$ cat config.mk
export PLATFORM = sky130hd
export DESIGN_NAME = mem_stage_flat
export DESIGN_NICKNAME = d
export VERILOG_FILES = /design/src/rtl/mem_stage_if.sv /design/src/rtl/mem_stage.sv /design/src/flat_wrapper.sv
export SDC_FILE = /design/constraint.sdc
export NUM_CORES = 1
export LEC_CHECK = 0
export BUFFER_PORTS_ARGS = -buffer_cell sky130_fd_sc_hd__buf_2
export CORE_AREA = 2 2 147 149
export DETAILED_ROUTE_END_ITERATION = 8
export DIE_AREA = 0 0 149 151
export HOLD_SLACK_MARGIN = 0.12
export PLACE_DENSITY_LB_ADDON = 0.1
export REMOVE_ABC_BUFFERS = 1
export SYNTH_ARGS = -nofsm -noshare
export SYNTH_HDL_FRONTEND = slang
export SYNTH_SLANG_ARGS = --single-unit
$ cat constraint.sdc
create_clock -name clk -period 3.9 [get_ports clk]
set_input_delay 0.78 -clock clk [delete_from_list [all_inputs] [get_ports clk]]
set_output_delay 0.78 -clock clk [all_outputs]
set_load 0.03 [all_outputs]
$ cat src/rtl/mem_stage_if.sv
`default_nettype none
// ============================================================================
//  Module   : mem_stage_if
//  Brief    : Bundle of EXE/MEM latch, dcache, redirect and MEM/WB signals
//             around the MEM pipeline stage.
//  Revision : 1.0  initial release
// ============================================================================
interface mem_stage_if;
   logic [31:0] imemaddr_mem;
   logic [31:0] imemload_mem;
   logic [31:0] presult_mem;
   logic [31:0] dmemstore;
   logic [31:0] imm_mem;
   logic        zero_mem;
   logic        branch_mem;
   logic        jal_mem;
   logic        jalr_mem;
   logic        lui_mem;
   logic        auipc_mem;
   logic        dmemr_mem;
   logic        dmemw_mem;
   logic        WEN_mem;
   logic        memtoreg_mem;
   logic        halt_mem;
   logic        ihit;
   logic        dhit;
   logic [31:0] dmemload;
   logic        dmemREN;
   logic        dmemWEN;
   logic [31:0] dmemaddr;
   logic [31:0] dmemstore_o;
   logic        mem_stall;
   logic        npc_sel;
   logic [31:0] npc_target;
   logic        flush_req;
   logic [31:0] wdat_wb;
   logic [4:0]  wsel_wb;
   logic        WEN_wb;
   logic        halt_wb;
   logic [31:0] stall_count;

   // The MEM stage itself.
   modport slave (
      input  imemaddr_mem, imemload_mem, presult_mem, dmemstore, imm_mem,
      input  zero_mem, branch_mem, jal_mem, jalr_mem, lui_mem, auipc_mem,
      input  dmemr_mem, dmemw_mem, WEN_mem, memtoreg_mem, halt_mem,
      input  ihit, dhit, dmemload,
      output dmemREN, dmemWEN, dmemaddr, dmemstore_o, mem_stall,
      output npc_sel, npc_target, flush_req,
      output wdat_wb, wsel_wb, WEN_wb, halt_wb, stall_count
   );

   // Surrounding pipeline, cache and hazard logic.
   modport master (
      output imemaddr_mem, imemload_mem, presult_mem, dmemstore, imm_mem,
      output zero_mem, branch_mem, jal_mem, jalr_mem, lui_mem, auipc_mem,
      output dmemr_mem, dmemw_mem, WEN_mem, memtoreg_mem, halt_mem,
      output ihit, dhit, dmemload,
      input  dmemREN, dmemWEN, dmemaddr, dmemstore_o, mem_stall,
      input  npc_sel, npc_target, flush_req,
      input  wdat_wb, wsel_wb, WEN_wb, halt_wb, stall_count
   );
endinterface
`default_nettype wire

$ cat src/rtl/mem_stage.sv
`default_nettype none
// ============================================================================
//  Module   : mem_stage
//  Brief    : RISC-V MEM stage: dcache handshake, branch/jump resolve, MEM/WB
//             latch. Optional MEM_STAGE_STALLCNT_EN adds a stall-cycle counter.
//  Revision : 1.0  initial release
// ============================================================================
module mem_stage #(
   parameter logic [31:0] PC_INC = 32'd4
) (
   input  logic        clk,
   input  logic        rst_n,
   mem_stage_if.slave  bus
);

   typedef enum logic [1:0] {
      IDLE = 2'd0,
      WAIT = 2'd1,
      DONE = 2'd2
   } state_t;

   localparam logic [31:0] c_jalr_mask = ~32'h1;

   state_t      r_state;
   state_t      w_state_next;
   logic [31:0] r_load_buf;
   logic [31:0] r_wdat_wb;
   logic [4:0]  r_wsel_wb;
   logic        r_wen_wb;
   logic        r_halt_wb;

   logic        w_memop;
   logic        w_ren;
   logic        w_wen;
   logic        w_mem_stall;
   logic        w_buf_load;
   logic        w_advance;
   logic        w_commit;
   logic [31:0] w_load_data;
   logic [31:0] w_pc_link;
   logic [31:0] w_pc_imm;
   logic [31:0] w_wdat;
   logic        w_unused;

   assign w_memop   = bus.dmemr_mem | bus.dmemw_mem;
   assign w_advance = bus.ihit & ~w_mem_stall;
   assign w_commit  = w_advance & ~r_halt_wb;
   assign w_unused  = ^{bus.imemload_mem[31:12], bus.imemload_mem[6:0]};

   always_ff @(posedge clk or negedge rst_n) begin
      if (!rst_n) begin
         r_state <= IDLE;
      end else begin
         r_state <= w_state_next;
      end
   end

   // Once halted the stage goes quiet: no requests, no stall, no commits.
   always_comb begin
      w_state_next = r_state;
      w_ren        = 1'b0;
      w_wen        = 1'b0;
      w_mem_stall  = 1'b0;
      w_buf_load   = 1'b0;
      if (r_halt_wb) begin
         w_state_next = IDLE;
      end else begin
         case (r_state)
            IDLE, WAIT: begin
               w_ren = bus.dmemr_mem;
               w_wen = bus.dmemw_mem;
               if (!w_memop) begin
                  w_state_next = IDLE;
               end else if (!bus.dhit) begin
                  w_mem_stall  = 1'b1;
                  w_state_next = WAIT;
               end else if (bus.ihit) begin
                  w_state_next = IDLE;
               end else begin
                  w_buf_load   = 1'b1;
                  w_state_next = DONE;
               end
            end
            DONE: begin
               if (bus.ihit) begin
                  w_state_next = IDLE;
               end
            end
            default: begin
               w_state_next = IDLE;
            end
         endcase
      end
   end

   always_ff @(posedge clk or negedge rst_n) begin
      if (!rst_n) begin
         r_load_buf <= 32'h0;
      end else if (w_buf_load) begin
         r_load_buf <= bus.dmemload;
      end
   end

   assign w_load_data = (r_state == DONE) ? r_load_buf : bus.dmemload;
   assign w_pc_link   = bus.imemaddr_mem + PC_INC;
   assign w_pc_imm    = bus.imemaddr_mem + bus.imm_mem;

   always_comb begin
      w_wdat = bus.presult_mem;
      if (bus.memtoreg_mem) begin
         w_wdat = w_load_data;
      end else if (bus.jal_mem | bus.jalr_mem) begin
         w_wdat = w_pc_link;
      end else if (bus.lui_mem) begin
         w_wdat = bus.imm_mem;
      end else if (bus.auipc_mem) begin
         w_wdat = w_pc_imm;
      end
   end

   always_ff @(posedge clk or negedge rst_n) begin
      if (!rst_n) begin
         r_wdat_wb <= 32'h0;
         r_wsel_wb <= 5'd0;
         r_wen_wb  <= 1'b0;
         r_halt_wb <= 1'b0;
      end else if (w_commit) begin
         r_wdat_wb <= w_wdat;
         r_wsel_wb <= bus.imemload_mem[11:7];
         r_wen_wb  <= bus.WEN_mem;
         r_halt_wb <= r_halt_wb | bus.halt_mem;
      end
   end

   // Cache strobes are gated by reset so an in-flight request drops at once.
   assign bus.dmemREN     = w_ren & rst_n;
   assign bus.dmemWEN     = w_wen & rst_n;
   assign bus.dmemaddr    = bus.presult_mem;
   assign bus.dmemstore_o = bus.dmemstore;
   assign bus.mem_stall   = w_mem_stall;

   assign bus.npc_sel    = bus.jal_mem | bus.jalr_mem | (bus.branch_mem & bus.zero_mem);
   assign bus.npc_target = bus.jalr_mem ? (bus.presult_mem & c_jalr_mask) : w_pc_imm;
   assign bus.flush_req  = bus.npc_sel & w_advance;

   assign bus.wdat_wb = r_wdat_wb;
   assign bus.wsel_wb = r_wsel_wb;
   assign bus.WEN_wb  = r_wen_wb;
   assign bus.halt_wb = r_halt_wb;

`ifdef MEM_STAGE_STALLCNT_EN
   logic [31:0] r_stall_count;

   always_ff @(posedge clk or negedge rst_n) begin
      if (!rst_n) begin
         r_stall_count <= 32'h0;
      end else if (w_mem_stall && (r_stall_count != 32'hFFFF_FFFF)) begin
         r_stall_count <= r_stall_count + 32'd1;
      end
   end

   assign bus.stall_count = r_stall_count;
`else
   assign bus.stall_count = 32'h0;
`endif

endmodule
`default_nettype wire

$ cat src/flat_wrapper.sv
// flat-port wrapper written by rule: the top's interface ports become plain ports
module mem_stage_flat 
#(
   parameter logic [31:0] PC_INC = 32'd4
)
  (clk, rst_n, bus_imemaddr_mem, bus_imemload_mem, bus_presult_mem, bus_dmemstore, bus_imm_mem, bus_zero_mem, bus_branch_mem, bus_jal_mem, bus_jalr_mem, bus_lui_mem, bus_auipc_mem, bus_dmemr_mem, bus_dmemw_mem, bus_WEN_mem, bus_memtoreg_mem, bus_halt_mem, bus_ihit, bus_dhit, bus_dmemload, bus_dmemREN, bus_dmemWEN, bus_dmemaddr, bus_dmemstore_o, bus_mem_stall, bus_npc_sel, bus_npc_target, bus_flush_req, bus_wdat_wb, bus_wsel_wb, bus_WEN_wb, bus_halt_wb, bus_stall_count);
  mem_stage_if bus_i ();
  input  logic clk;
  input  logic rst_n;
  input wire logic [$bits(bus_i.imemaddr_mem)-1:0] bus_imemaddr_mem;
  input wire logic [$bits(bus_i.imemload_mem)-1:0] bus_imemload_mem;
  input wire logic [$bits(bus_i.presult_mem)-1:0] bus_presult_mem;
  input wire logic [$bits(bus_i.dmemstore)-1:0] bus_dmemstore;
  input wire logic [$bits(bus_i.imm_mem)-1:0] bus_imm_mem;
  input wire logic [$bits(bus_i.zero_mem)-1:0] bus_zero_mem;
  input wire logic [$bits(bus_i.branch_mem)-1:0] bus_branch_mem;
  input wire logic [$bits(bus_i.jal_mem)-1:0] bus_jal_mem;
  input wire logic [$bits(bus_i.jalr_mem)-1:0] bus_jalr_mem;
  input wire logic [$bits(bus_i.lui_mem)-1:0] bus_lui_mem;
  input wire logic [$bits(bus_i.auipc_mem)-1:0] bus_auipc_mem;
  input wire logic [$bits(bus_i.dmemr_mem)-1:0] bus_dmemr_mem;
  input wire logic [$bits(bus_i.dmemw_mem)-1:0] bus_dmemw_mem;
  input wire logic [$bits(bus_i.WEN_mem)-1:0] bus_WEN_mem;
  input wire logic [$bits(bus_i.memtoreg_mem)-1:0] bus_memtoreg_mem;
  input wire logic [$bits(bus_i.halt_mem)-1:0] bus_halt_mem;
  input wire logic [$bits(bus_i.ihit)-1:0] bus_ihit;
  input wire logic [$bits(bus_i.dhit)-1:0] bus_dhit;
  input wire logic [$bits(bus_i.dmemload)-1:0] bus_dmemload;
  output wire logic [$bits(bus_i.dmemREN)-1:0] bus_dmemREN;
  output wire logic [$bits(bus_i.dmemWEN)-1:0] bus_dmemWEN;
  output wire logic [$bits(bus_i.dmemaddr)-1:0] bus_dmemaddr;
  output wire logic [$bits(bus_i.dmemstore_o)-1:0] bus_dmemstore_o;
  output wire logic [$bits(bus_i.mem_stall)-1:0] bus_mem_stall;
  output wire logic [$bits(bus_i.npc_sel)-1:0] bus_npc_sel;
  output wire logic [$bits(bus_i.npc_target)-1:0] bus_npc_target;
  output wire logic [$bits(bus_i.flush_req)-1:0] bus_flush_req;
  output wire logic [$bits(bus_i.wdat_wb)-1:0] bus_wdat_wb;
  output wire logic [$bits(bus_i.wsel_wb)-1:0] bus_wsel_wb;
  output wire logic [$bits(bus_i.WEN_wb)-1:0] bus_WEN_wb;
  output wire logic [$bits(bus_i.halt_wb)-1:0] bus_halt_wb;
  output wire logic [$bits(bus_i.stall_count)-1:0] bus_stall_count;
  assign bus_i.imemaddr_mem = bus_imemaddr_mem;
  assign bus_i.imemload_mem = bus_imemload_mem;
  assign bus_i.presult_mem = bus_presult_mem;
  assign bus_i.dmemstore = bus_dmemstore;
  assign bus_i.imm_mem = bus_imm_mem;
  assign bus_i.zero_mem = bus_zero_mem;
  assign bus_i.branch_mem = bus_branch_mem;
  assign bus_i.jal_mem = bus_jal_mem;
  assign bus_i.jalr_mem = bus_jalr_mem;
  assign bus_i.lui_mem = bus_lui_mem;
  assign bus_i.auipc_mem = bus_auipc_mem;
  assign bus_i.dmemr_mem = bus_dmemr_mem;
  assign bus_i.dmemw_mem = bus_dmemw_mem;
  assign bus_i.WEN_mem = bus_WEN_mem;
  assign bus_i.memtoreg_mem = bus_memtoreg_mem;
  assign bus_i.halt_mem = bus_halt_mem;
  assign bus_i.ihit = bus_ihit;
  assign bus_i.dhit = bus_dhit;
  assign bus_i.dmemload = bus_dmemload;
  assign bus_dmemREN = bus_i.dmemREN;
  assign bus_dmemWEN = bus_i.dmemWEN;
  assign bus_dmemaddr = bus_i.dmemaddr;
  assign bus_dmemstore_o = bus_i.dmemstore_o;
  assign bus_mem_stall = bus_i.mem_stall;
  assign bus_npc_sel = bus_i.npc_sel;
  assign bus_npc_target = bus_i.npc_target;
  assign bus_flush_req = bus_i.flush_req;
  assign bus_wdat_wb = bus_i.wdat_wb;
  assign bus_wsel_wb = bus_i.wsel_wb;
  assign bus_WEN_wb = bus_i.WEN_wb;
  assign bus_halt_wb = bus_i.halt_wb;
  assign bus_stall_count = bus_i.stall_count;
  mem_stage #(.PC_INC(PC_INC)) u_core (.clk(clk), .rst_n(rst_n), .bus(bus_i));
endmodule
==> results.toml <==
[run_status]
status = "finished, violations left"
violations = "setup timing"

[global_routing]
grt_remaining_overflow = 0
grt_max_degree = 74
grtUsageTotal_pct = 26.91
grt_pass1_wl_mm = 45.56
grt_pass1_vias = 7623
antenna_found_initial = 1

[power]
power.total_mw = 3.730
p_clk_share_pct = 24.2
vdd.ir_drop.worst_v = 0.0001808
p_switching_mw = 1.546
switching_share_pct = 41.44
power.internal_mw = 2.185
power_frac_comb_pct = 48.1
power_density_mw_per_mm2 = 365.0
pwr-share-seq_pct = 27.7
p_leak_nw = 4.897

[yosys]
synth-seq-cells = 73
synthArstFlopShare_pct = 100.0
netlist_area_mm2 = 0.007800
ys.flop_type = "dfrtp_1"
synth_area_per_cell_um2 = 7.738
synth-edff-count = 0
yosysTopAreaCell = "dfrtp_1"
seq_area_frac_synth_pct = 23.42
synth_cell_types = 83
synth_top_area_share_pct = 23.42
ys.warnings.count = 0
yosysMostFrequentCell = "nand2_1"
synth_area_leaders = "dfrtp_1, buf_4, nand2_1"
yosys-top-cells-count = "nand2_1, buf_4, dfrtp_1, o21ai_0, a21oi_1"
syn_inst = 1008

[timing]
tightest_slew_ns = 0.9851
fin_crit_ns = 4.046
rsz0062_at_grt = "yes"
fin_crit_sh_pct = 103.8
relSlewSlack_pct = 34.33
report.final.slew_viol_count = 0
setup_ws_ns = -0.1463
hold_viol_final = 0
timing.fmax_ghz = 0.2471
setup_viol = 7
fin_worst_skew_ns = 0.009064

[hold_path]
hold-path-cell-count = 2
min_from = "u_core.bus.wsel_wb[3]"
hold_end = "u_core.bus.wsel_wb[3]"
hold_path.class = "register to register"

[worst_setup_path]
regToRegSetupSlack_ns = 1.28
rr_startpoint = "u_core.r_state[1]"
rr_worst_depth = 8
worstSetupStartpointType = "input pin"
crit_required_ns = 3.12
critPathKind = "input pin to output port"
critical_path_peak_fanout = 3
cp.arrival_ns = 3.27
r2r-end = "u_core.bus.wdat_wb[28]"
crit_path_end_kind = "output port"

[floorplan]
die-area_mm2 = 0.02250
design.core.area_mm2 = 0.02082
die_w_um = 149
die_h_um = 151
ios = 379
initial_core_util_pct = 37.46
rows = 53

[clocking]
cts-root-buf = "clkbuf_16"
clockBufferDepth = 2
numCtsBuffers = 9
clkTransAtPathRegs_ns = 0.06
cts_sinks = 73
h-tree-depth = 3
clk_latency_ns = 0.34
cts_tree = "built"
cts_hold_buf = 0

[cells_and_area]
final_area_mm2 = 0.01022
n_fill_cell = 2123
drive_gt1_share_pct = 39.05
nNetsFinal = 1501
area_delta_synth_final_pct = 31.02

[placement]
hpwl_mm = 24.91
numPortBuffers = 255
gp_congestion = 0.8836
placement.cell_area_mm2 = 0.009360

[routing]
drc = 0
drt_first_pass_iters = 7
drt_wl_total_mm = 31.53
vias_per_cell = 5.371
num_vias = 8277
ant_nets = 0
routedWlPerCell_um = 20.46
drt_iter0_markers = 602

[job]
drv_cap = 0
==> through the flow <==
step / setup slack [ns] / hold slack, ns / setup TNS (ns) / std cells / utilization, %
2_1_floorplan: -0.4521 / 0.4739 / -1.664 / 883 / -
3_3_place_gp: -0.5417 / 0.4521 / -2.646 / 1516 / 44.95
3_5_place_dp: -0.5551 / 0.4585 / -2.898 / 1516 / 44.95
4_1_cts: -0.1677 / 0.4733 / -0.6835 / 1536 / 47.46
5_1_grt: -0.2311 / 0.4926 / -1.190 / 1541 / 49.08
6_report: -0.1463 / 0.4689 / -0.6316 / 1541 / 49.08
==> final cells by class <==
cell class	count	area [µm²]	share of cell area, %
timing repair buffer	367	2237	21.89
inverter	17	63.81	0.6244
multi-input combinational	793	5428	53.11
antenna	1	2.502	0.02449
sequential	73	1827	17.87
tap	275	344.1	3.367
clock inverter	6	92.59	0.9060
clock buffer	9	225.2	2.204
==> critical path, stage by stage <==
cell and delay [ns]:
buf_8 0.10, ha_4 0.16, fa_2 0.37, a21o_1 0.20, a311o_1 0.39, a31oi_4 0.21, buf_4 0.14, buf_6 0.09
nand2_2 0.08, a31oi_4 0.22, xnor2_2 0.09, mux2_4 0.29, buf_6 0.14
==> kinds of logic after synthesis <==
family,Yosys count,share of synthesized area [%]
AOI/OAI and AO/OA,292,24.58
xor gates and xnor gates,55,6.176
adders and majority gates,33,5.390
buffers and inverters,173,13.46
DFF,73,23.42
muxes,48,6.801
other,1,0.04808
and+or+nand+nor,333,20.13
==> layout by cell type, fill, tap and decap left out, types with 8 or more instances in the layout <==
cell type / synthesis / routed
conb_1: 1 / 32
buf_2: 1 / 238
mux2i_1: 8 / 8
nand4_1: 15 / 15
o21a_1: 10 / 9
o21ai_1: 6 / 10
o21ai_0: 73 / 63
xor2_1: 20 / 19
clkbuf_16: 0 / 9
o211ai_1: 14 / 14
buf_6: 1 / 12
nand3_1: 26 / 26
a31oi_1: 11 / 8
and3_1: 10 / 10
a21oi_2: 1 / 8
nand2_1: 169 / 166
buf_4: 96 / 114
dfrtp_1: 73 / 73
inv_1: 16 / 16
nor2_1: 55 / 54
a21oi_1: 71 / 62
nor3_1: 9 / 8
a21o_1: 20 / 20
xnor2_1: 35 / 29
mux2_2: 40 / 38
ha_1: 32 / 25
a222oi_1: 11 / 11
==> flip-flops by register name, indices dropped and copies added, names as in the netlist <==
register and count:
u_core.bus.wdat_wb 32, u_core.r_state 2, u_core.bus.WEN_wb 1, u_core.r_load_buf 32, u_core.bus.halt_wb 1, u_core.bus.wsel_wb 5
==> power groups by stage <==
stage	clock network [mW]	registers, mW	logic (mW)
2_1_floorplan	0	1.27	0.727
3_3_place_gp	0	1.04	1.66
3_5_place_dp	0	1.05	1.66
4_1_cts	0.921	1.03	1.71
5_1_grt	0.953	1.05	1.93
6_report	0.903	1.03	1.79
==> per-layer routing <==
metal  vias up  wire length [µm]  GRT usage, %
met5         -                43         2.273
met4         2               437         4.619
met3        30              3341         9.518
met2       370             13210         39.54
met1      3855             14500         38.21
li1       4020                 -             -
==> timing repair <==
item,in CTS,in global routing
endpoints found under the setup margin,15,18
pin swaps,23,17
gates resized for setup,42,66
buffers inserted,5,4
==> worst max path at each step <==
stage,end,start
floorplan,bus_npc_target[24],bus_imm_mem[0]
global placement,bus_npc_target[24],bus_imm_mem[0]
detailed placement,bus_npc_target[24],bus_imm_mem[0]
CTS,bus_npc_target[24],bus_imemaddr_mem[0]
global route,bus_npc_target[28],bus_imemaddr_mem[0]
finish,bus_npc_target[16],bus_imemaddr_mem[0]
Note: power is estimated with default switching activity, not from simulation.
